==> src/rtl/serial_magnitude_comparator.sv <==
// serial_magnitude_comparator
// Folds a stream of per-bit {lt,gt,eq} codes, MSB first, into a word-level
// magnitude result. The first differing bit decides; later bits are only
// counted. Non-one-hot bit codes raise err for that comparison.
module serial_magnitude_comparator #(
    parameter int WIDTH = 8
) (
    input  logic clk,
    input  logic rst,
    input  logic start,
    input  logic bit_valid,
    input  logic lt_in,
    input  logic gt_in,
    input  logic eq_in,
    output logic busy,
    output logic result_valid,
    output logic lt,
    output logic gt,
    output logic eq,
    output logic err
);

    localparam int CW = $clog2(WIDTH) + 1;
    localparam logic [CW-1:0] LAST = CW'(WIDTH - 1);

    typedef enum logic [1:0] {
        S_IDLE,
        S_COMPARE,
        S_DONE
    } state_t;

    typedef enum logic [1:0] {
        ACC_EQ,
        ACC_LT,
        ACC_GT
    } acc_t;

    state_t        r_state;
    acc_t          r_acc;
    logic          r_decided;
    logic          r_err_acc;
    logic [CW-1:0] r_cnt;

    acc_t          w_next_acc;
    logic          w_next_decided;
    logic          w_next_err;
    logic          w_last;

    // Fold the current bit code into the running decision and error flag
    always_comb begin
        w_next_acc     = r_acc;
        w_next_decided = r_decided;
        w_next_err     = r_err_acc;
        w_last         = (r_cnt == LAST);
        case ({lt_in, gt_in, eq_in})
            3'b100: begin
                if (!r_decided) begin
                    w_next_acc     = ACC_LT;
                    w_next_decided = 1'b1;
                end
            end
            3'b010: begin
                if (!r_decided) begin
                    w_next_acc     = ACC_GT;
                    w_next_decided = 1'b1;
                end
            end
            3'b001:  ;
            default: w_next_err = 1'b1;
        endcase
    end

    // Control FSM with registered status and result outputs
    always_ff @(posedge clk) begin
        if (rst) begin
            r_state      <= S_IDLE;
            r_acc        <= ACC_EQ;
            r_decided    <= 1'b0;
            r_err_acc    <= 1'b0;
            r_cnt        <= '0;
            busy         <= 1'b0;
            result_valid <= 1'b0;
            lt           <= 1'b0;
            gt           <= 1'b0;
            eq           <= 1'b0;
            err          <= 1'b0;
        end else begin
            result_valid <= 1'b0;
            case (r_state)
                S_IDLE: begin
                    if (start) begin
                        r_state   <= S_COMPARE;
                        r_acc     <= ACC_EQ;
                        r_decided <= 1'b0;
                        r_err_acc <= 1'b0;
                        r_cnt     <= '0;
                        busy      <= 1'b1;
                    end
                end
                S_COMPARE: begin
                    if (start) begin
                        // Restart: bit_valid in this cycle is discarded
                        r_acc     <= ACC_EQ;
                        r_decided <= 1'b0;
                        r_err_acc <= 1'b0;
                        r_cnt     <= '0;
                    end else if (bit_valid) begin
                        r_acc     <= w_next_acc;
                        r_decided <= w_next_decided;
                        r_err_acc <= w_next_err;
                        r_cnt     <= r_cnt + CW'(1);
                        if (w_last) begin
                            // Results load with the strobe so both appear in DONE
                            r_state      <= S_DONE;
                            busy         <= 1'b0;
                            result_valid <= 1'b1;
                            lt           <= (w_next_acc == ACC_LT);
                            gt           <= (w_next_acc == ACC_GT);
                            eq           <= (w_next_acc == ACC_EQ);
                            err          <= w_next_err;
                        end
                    end
                end
                S_DONE: begin
                    if (start) begin
                        r_state   <= S_COMPARE;
                        r_acc     <= ACC_EQ;
                        r_decided <= 1'b0;
                        r_err_acc <= 1'b0;
                        r_cnt     <= '0;
                        busy      <= 1'b1;
                    end else begin
                        r_state <= S_IDLE;
                    end
                end
                default: begin
                    r_state <= S_IDLE;
                    busy    <= 1'b0;
                end
            endcase
        end
    end

endmodule

==> config.mk <==
export PLATFORM = sky130hd
export DESIGN_NAME = serial_magnitude_comparator
export DESIGN_NICKNAME = d
export VERILOG_FILES = /design/src/rtl/serial_magnitude_comparator.sv
export SDC_FILE = /design/constraint.sdc
export NUM_CORES = 1
export LEC_CHECK = 0
export ABC_AREA = 1
export BUFFER_PORTS_ARGS = -buffer_cell sky130_fd_sc_hd__buf_2
export CORE_MARGIN = 4
export CORE_UTILIZATION = 50
export CTS_BUF_LIST = sky130_fd_sc_hd__clkbuf_4 sky130_fd_sc_hd__clkbuf_8
export DETAILED_ROUTE_END_ITERATION = 16
export GPL_TIMING_DRIVEN = 0
export PLACE_DENSITY = 0.73
export SETUP_SLACK_MARGIN = 0.05
export SYNTH_ARGS = -nofsm -noshare
export SYNTH_HDL_FRONTEND = slang
export SYNTH_SLANG_ARGS = --single-unit
==> constraint.sdc <==
create_clock -name clk -period 3.55 [get_ports clk]
set_clock_uncertainty 0.2 [all_clocks]
set_input_delay 0.71 -clock clk [delete_from_list [all_inputs] [get_ports clk]]
set_output_delay 0.71 -clock clk [all_outputs]
set_load 0.005 [all_outputs]
==> impl_metrics.tcl, run 1 <==
set metrics [dict create \
    numCtsBuffers 3 \
    yosysTopAreaCellShare_pct 42.31 \
    gp_congestion 0.7622 \
    fin_crit_ns 1.640 \
    drc 0 \
    slowest_delay_ns 0.34 \
    synth-seq-area-share_pct 42.31 \
    mostFrequentLayoutCells "nand2_1, dfxtp_1, inv_1, buf_2, a21oi_1" \
    grt_overflow 0 \
    drt_iter0_drc 16 \
    vias 672 \
    hold_viol_final 0 \
    io_pins 13 \
    cp_slowest_cell "dfxtp_1" \
    worstSetupPathType "flop to output pin" \
    synth_area_um2 757.0 \
    yosysUniqueCellTypes 22 \
    worst-path-buf-inv 1 \
    layout_commonest_cell "nand2_1" \
    portBuffers 12 \
    rsz0062_at_grt "false" \
    start_kind "flop" \
    post_cts_resized 0 \
    grt.busiest_layer "met2" \
    grt_pass1_vias 665 \
    final_nets 128 \
    tightest_slew_ns 0.4932 \
    critical_path_arrival_ns 0.73 \
    hold_class "flop to flop" \
    met3_usage_pct 2.299 \
    gr-usage-met2_pct 28.46 \
    grt_usage_pct 16.29 \
    setup_viol 0 \
    drt-vias-per-instance 5.053 \
    ant_nets 0 \
    die_w_um 46.91 \
    netlist_top_cells_area "dfxtp_1, nand2_1, inv_1, a21oi_1, nand2_2" \
    irDropWorstVdd_v 0.0002028 \
    dpl.hpwl_um 1161 \
    grt_pass1_wl_um 2587 \
    holdWs_ns 0.2722 \
    hold_depth 2 \
    postCtsSetupBuffers 0 \
    grt_util_met1_pct 19.91 \
    yosysTopAreaCell "dfxtp_1" \
    clock.fmax_mhz 609.6 \
    path_delay_family "flip-flops" \
    cts_tree "yes" \
    max_slew_margin_pct 66.87 \
    slew_violations 0 \
    avgSynthCellArea_um2 7.349 \
    h-tree-depth 1 \
    min_to "eq" \
    status "completed" \
    path_cells "buf_2" \
    grt_max_degree 11 \
    worstSkewPairLatency_ns 0.28 \
    syn_inst 103 \
    cts_hold_buf 0 \
    worstPathRequired_ns 2.64 \
    clock-sinks 16 \
    initial_core_util_pct 55.40 \
    reg2regPathDepth 7 \
    rr_startpoint "r_cnt[0]" \
    antenna_found_initial 0 \
    fin_crit_sh_pct 46.21 \
    post_drt_wl_per_cell_um 10.86 \
    drt_wl_total_um 1444 \
    areaGrowthSynthToFinish_pct 13.39 \
    synth_seq_cells 16 \
    clk_pin_slew_ns 0.09 \
    ctsLongestPathBuffers 2 \
    min_from "eq" \
    path_max_fanout 2 \
    finalSetupTns_ns 0 \
    rows 13 \
    ys_warn_count 0 \
    p_per_area_nw_per_um2 367.7 \
    clockRootBuffer "clkbuf_4" \
    die-area_um2 2201 \
    die_y_um 46.91 \
    cp-end-kind "output pin" \
    leakage_uw 0.0003926 \
    n_antenna_cell 0 \
    coreArea_um2 1366 \
    cap_violations 0 \
    dr.pass1.iters 4 \
    syn_nets 111 \
    drive_gt1_share_pct 28.81 \
    rr_endpoint "eq" \
    reg2reg_slack_ns 2.02 \
]
[cells in the mapped netlist, drive strengths merged]
cell type and instances:
nand2 28, dfxtp 16, nor2 12, o21ai 5, o21bai 1, inv 15
buf 1, a211oi 1, nand4 1, ha 1, nor3 4, nand3 7
a21boi 1, a21oi 10
[worst max-delay path by stage]
stage / start / endpoint / slack [ns] / cells after the start
5_1_grt: gt / gt / 1.83 / 1
3_3_place_gp: start / r_decided / 1.74 / 5
2_1_floorplan: start / r_decided / 1.98 / 4
6_report: busy / busy / 1.91 / 1
4_1_cts: busy / busy / 1.90 / 1
3_5_place_dp: start / r_acc[0] / 1.72 / 4
[layout make-up]
class	count	area, µm²
Sequential cell	16	320.3
Fill cell	138	508.0
Timing Repair Buffer	12	60.06
Multi-Input combinational cell	71	372.9
Buffer	1	5.005
Clock buffer	3	22.52
Inverter	15	58.81
Tap cell	15	18.77
[registers in the layout, indices dropped and copies added (netlist names)]
name          cells
busy              1
eq                1
err               1
gt                1
lt                1
r_acc             2
r_cnt             4
r_decided         1
r_err_acc         1
r_state           2
result_valid      1
[tightest hold or removal path, delay by kind of cell, from the launching register on]
family	cells	cell delay (ns)
simple gates	1	0.06
compound gates	1	0.06
flops	1	0.31
[stage by stage]
stage	std cells	total power, µW	instance area, µm²	setup WS, ns	utilization [%]
2_1_floorplan	103	216.3	757.0	1.985	-
3_3_place_gp	130	227.9	835.8	1.736	61.17
3_5_place_dp	130	228.9	835.8	1.724	61.17
4_1_cts	133	319.2	858.3	1.901	62.82
5_1_grt	133	335.1	858.3	1.826	62.82
6_report	133	315.6	858.3	1.910	62.82
[where the power goes]
part | internal [µW] | switching [µW]
clock network | 39.3 | 51.6
registers | 183 | 2.67
logic | 13.0 | 25.8
total | 236 | 80.0
[per-layer routing]
metal	routed length [µm]	part of all wire, %
met5	0	0
met3	55	3.8
met2	707	49
met4	13	0.90
met1	668	46
[logic make-up after synthesis]
logic type      Yosys count  synth area share, %
simple gates             52                32.56
compound gates           18                15.04
buf+inv                  16                8.430
flops                    16                42.31
fa+ha+maj                 1                1.653
Power figures use the tool's default switching activity.
==> run 2, diff against run 1 <==
Settings changed: PLACE_DENSITY 0.73 to 0.76.
Clock period 3.55 ns to 1.4 ns, I/O delays scaled along.
==> run 2 against run 1 <==
Effect of this change:
- the run now ends with hold timing left
- core utilization is 9.9 points higher
- combinational power grew to 3.1 times the previous value
- sequential share of layout area is 4.6 points lower
- critical path depth is 6 higher
- design area is 16% higher
==> impl_metrics.tcl, run 2 (synthesis gave the netlist of run 1 again) <==
set metrics [dict create \
    rows 13 \
    p_per_area_nw_per_um2 900.7 \
    fill_cells 107 \
    drt_iter0_drc 7 \
    gp_congestion 0.7346 \
    h-tree-depth 1 \
    rsz0062_at_grt "true" \
    antenna_found_initial 0 \
    clock.fmax_mhz 750.6 \
    worst_slack_ns 0.06764 \
    dpl.hpwl_um 1126 \
    die_w_um 46.91 \
    n_antenna_cell 0 \
    portBuffers 12 \
    numCtsBuffers 3 \
    mostFrequentLayoutCells "nand2_1, buf_2, inv_1, dfxtp_1, nor2_1" \
    die_y_um 46.91 \
    grt_pass1_wl_um 2725 \
    die-area_um2 2201 \
    cts_tree "yes" \
    drive_gt1_share_pct 43.90 \
    grt_max_degree 11 \
    final_nets 132 \
    tightest_slew_ns 0.3007 \
    violations "hold timing" \
    fin_util_pct 72.71 \
    cp-end-kind "flop" \
    drt-vias-per-instance 5.130 \
    drt_wl_total_um 1630 \
    top_register "r_cnt" \
    irDropWorstVdd_v 0.0006792 \
    worstPathRequired_ns 1.42 \
    clk_pin_slew_ns 0.09 \
    worstSetupPathType "flop to flop" \
    slew_violations 0 \
    reg2reg_slack_ns 0.07 \
    leakage_uw 0.0004405 \
    fin_crit_sh_pct 95.17 \
    status "finished, violations left" \
    clockRootBuffer "clkbuf_4" \
    cap_violations 0 \
    grt_usage_pct 17.20 \
    holdWs_ns -0.008750 \
    pre_cts_ws_ns -0.04767 \
    setup_viol 0 \
    worstSkewPairLatency_ns 0.28 \
    post_drt_wl_per_cell_um 11.81 \
    layout_commonest_cell "nand2_1" \
    ant_nets 0 \
    max_slew_margin_pct 79.84 \
    areaGrowthSynthToFinish_pct 31.24 \
    dr.pass1.iters 4 \
    largest_reg_flops 4 \
    hold_viol_final 1 \
    path_max_fanout 7 \
    fin_crit_ns 1.332 \
    hold_class "input pin to flop" \
    start_kind "flop" \
    initial_core_util_pct 55.40 \
    io_pins 13 \
    drc 0 \
    grt_pass1_vias 672 \
    clock-sinks 16 \
    reg_top3 "r_cnt (4), r_acc (2), r_state (2)" \
    grt_overflow 0 \
    ctsLongestPathBuffers 2 \
    coreArea_um2 1366 \
    critical_path_arrival_ns 1.35 \
    vias 708 \
]
[run 2: repair_timing]
| item | 4_1_cts | 5_1_grt |
|---|---|---|
| endpoints found under the hold margin | 1 | 1 |
| pin swaps | 6 | 4 |
| endpoints found under the setup margin | 7 | 9 |
| setup buffers | 3 | 1 |
| resized for setup | 10 | 15 |
[run 2: final timing paths]
check                              start          to  depth (start not counted)
worst max-delay path            r_cnt[0]          eq                          7
worst min register to register        gt          gt                          2
worst max register to register  r_cnt[0]          eq                          7
worst min-delay path                 rst  r_state[1]                          2
[run 2: cell type report]
cell class | instances | area, µm² | share of cell area, %
Buffer | 1 | 5.005 | 0.5038
Clock buffer | 4 | 36.28 | 3.652
Inverter | 15 | 58.81 | 5.919
Multi-Input combinational cell | 71 | 455.4 | 45.84
Sequential cell | 16 | 325.3 | 32.75
Tap cell | 15 | 18.77 | 1.889
Timing Repair Buffer | 16 | 93.84 | 9.446
[run 2: layer usage]
layer / part of all wire, % / vias up / GRT usage [%]
met3: 3.9 / 2 / 2.299
li1: - / 368 / -
met4: 0.80 / 0 / 4.972
met5: 0 / - / 0
met2: 50 / 9 / 30.89
met1: 45 / 329 / 21.20
[run 2: per-stage QoR]
step                      hold WS (ns)  std cells  setup TNS [ns]  total power [µW]  cell area [µm²]
after global placement          0.2473        130        -0.08399             577.7            837.1
after floorplan                 0.1535        103               0             548.7            758.2
after CTS                     -0.01460        137               0             892.2            949.7
final                        -0.008750        138               0             894.8            993.5
after detailed placement        0.2517        130        -0.09107             580.5            837.1
after global routing          -0.03390        138       -0.003894             943.2            993.5
[run 2: worst max-delay path, stage by stage (launching register included)]
cell and delay, ns:
dfxtp_2 0.37, ha_4 0.15, nand3_4 0.06, nor2_4 0.12, nand2_4 0.10, nor2_4 0.09
nand2_1 0.06, a21oi_2 0.11
[run 2: where the power goes]
group          internal (µW)  leakage, µW  switching, µW  total, µW
sequential               466     0.000131           6.71        472
clock                    158    0.0000210            145        303
combinational           41.0     0.000288           79.0        120
total                    664     0.000440            230        895
==> run 3, diff against run 2 <==
==> constraint.sdc (replaced) <==
create_clock -name clk -period 1.4 [get_ports clk]
set_clock_uncertainty 0.2 [all_clocks]
set_input_delay 0.07 -clock clk [delete_from_list [all_inputs] [get_ports clk]]
set_output_delay 0.07 -clock clk [all_outputs]
set_load 0.005 [all_outputs]
==> run 3 against run 2 <==
Effect of this change:
- the run now ends clean
- register-to-register slack is essentially flat
- hold slack better by 0.032 ns
- via count grew 1.3%
- core utilization rose by 2.2 points
- non-clock buffer count rose by 3
- sequential cell count is the same
- wire length is 0.43% higher
- sequential share of layout area is 0.96 points lower
- global-route usage up 0.16 points
- final cell count grew 2.2%
- fmax down 2.0%
==> impl_metrics.tcl, run 3 (synthesis gave the netlist of run 1 again) <==
set metrics [dict create \
    grt.busiest_layer "met2" \
    rr_startpoint "r_cnt[0]" \
    min_from "start" \
    areaGrowthSynthToFinish_pct 35.21 \
    start_kind "input pin" \
    p_total_uw 902.1 \
    cts_tree "yes" \
    hold_viol_final 0 \
    max_slew_margin_pct 82.22 \
    grt_overflow 0 \
    grt_util_met1_pct 20.74 \
    worst_slack_ns 0.04054 \
    p_per_area_nw_per_um2 881.4 \
    dr.pass1.iters 4 \
    dp.cells 130 \
    ant_nets 0 \
    hold_depth 4 \
    power_frac_clock_pct 33.5 \
    die_w_um 46.91 \
    rows 13 \
    rsz0062_at_grt "true" \
    seqPwrFrac_pct 52.4 \
    worstSetupPathType "input pin to flop" \
    instances_no_fill 141 \
    grt_pass1_wl_um 2739 \
    io_pins 13 \
    initial_core_util_pct 55.40 \
    finalSetupTns_ns 0 \
    status "completed" \
    met3_usage_pct 2.299 \
    grt_pass1_vias 681 \
    drt_wl_total_um 1637 \
    irDropWorstVdd_v 0.0006833 \
    ctsLongestPathBuffers 2 \
    tightest_slew_ns 0.2657 \
    die-area_um2 2201 \
    design_area_um2 1023 \
    internal-power_uw 669.7 \
    h-tree-depth 1 \
    p_sw_share_pct 25.76 \
    grt_usage_pct 17.35 \
    fin_crit_ns 1.359 \
    portBuffers 12 \
    n_antenna_cell 0 \
    power_frac_comb_pct 14.1 \
    grt_max_degree 11 \
    reg2reg_slack_ns 0.06 \
    fin_crit_sh_pct 97.10 \
    hold_class "input pin to flop" \
    min_to "busy" \
    pre_cts_ws_ns -0.04767 \
    vias 717 \
    worstPathRequired_ns 1.41 \
    placed_area_um2 837.1 \
    layout_commonest_cell "nand2_1" \
    post_drt_wl_per_cell_um 11.61 \
    mostFrequentLayoutCells "nand2_1, buf_2, inv_1, dfxtp_1, nor2_1" \
    dpl.hpwl_um 1126 \
    largest_reg_flops 4 \
    drt-vias-per-instance 5.085 \
    clock-sinks 16 \
    final_nets 135 \
    coreArea_um2 1366 \
    reg2regPathDepth 7 \
    top_register "r_cnt" \
    die_y_um 46.91 \
    cp-end-kind "flop" \
    leakage_uw 0.0004553 \
    gp_congestion 0.7346 \
    drc 0 \
    setup_viol 0 \
    worstSkewPairLatency_ns 0.28 \
    gr-usage-met2_pct 31.98 \
    antenna_found_initial 0 \
    critical_path_arrival_ns 1.37 \
    clockRootBuffer "clkbuf_4" \
    path_max_fanout 7 \
    clock.fmax_mhz 735.6 \
    clk_pin_slew_ns 0.09 \
    numCtsBuffers 3 \
    cap_violations 0 \
    rr_endpoint "err" \
    reg_top3 "r_cnt (4), r_acc (2), r_state (2)" \
    drt_iter0_drc 18 \
    drive_gt1_share_pct 42.06 \
    p_switching_uw 232.4 \
    slew_violations 0 \
]
## run 3: cell count changes in the layout (fill, tap and decap cells not counted)
cell	before	now
nand2_1	21	22
buf_6	1	0
buf_4	3	4
dlygate4sd3_1	0	3
nor3_2	2	1
nor3_4	0	1
nand2_2	5	4
## run 3: timing repair
item,CTS,global route
hold buffers,3,0
endpoints found under the setup margin,7,13
setup buffers,3,1
pin swaps,6,5
gates resized for setup,10,14
hold endpoints to repair,9,0
## run 3: layout make-up
type                       count  area (µm²)
multi-input combinational     71       459.2
fill                          99       342.8
sequential                    16       325.3
timing repair buffer          19       120.1
inverter                      15       58.81
clock buffer                   4       36.28
tap                           15       18.77
buffer                         1       5.005
## run 3: worst max-delay path, stage by stage
cell and delay, ns:
dlygate4sd3_1 0.53, buf_2 0.15, inv_1 0.15, nor2_4 0.07
nand2_4 0.11, inv_2 0.06, buf_4 0.13, a21oi_1 0.11
## run 3: layer usage
layer | part of all wire (%) | vias to the layer above
met5 | 0 | -
met4 | 0.86 | 0
met3 | 3.2 | 2
met2 | 52 | 9
met1 | 44 | 334
li1 | - | 372
## run 3: worst max path at each step
stage          slack [ns]       from   to
3_5_place_dp        -0.05   r_cnt[0]   eq
3_3_place_gp        -0.05   r_cnt[0]   eq
2_1_floorplan        0.07   r_cnt[0]   eq
4_1_cts              0.03   r_cnt[1]   eq
5_1_grt            -0.002   r_cnt[0]   eq
6_report             0.04  bit_valid  err
## run 3: through the flow
step	hold WS, ns	util (%)
3_5_place_dp	0.07514	61.26
6_report	0.02316	74.91
5_1_grt	0.04532	74.91
3_3_place_gp	0.07650	61.26
4_1_cts	0.002985	71.70
2_1_floorplan	-0.05650	-
## run 3: power groups by stage
stage / Combinational (µW) / Clock [µW] / Sequential, µW
2_1_floorplan: 67.6 / 0 / 481
3_3_place_gp: 96.2 / 0 / 481
3_5_place_dp: 98.4 / 0 / 482
4_1_cts: 115 / 312 / 471
5_1_grt: 141 / 336 / 474
6_report: 127 / 302 / 472
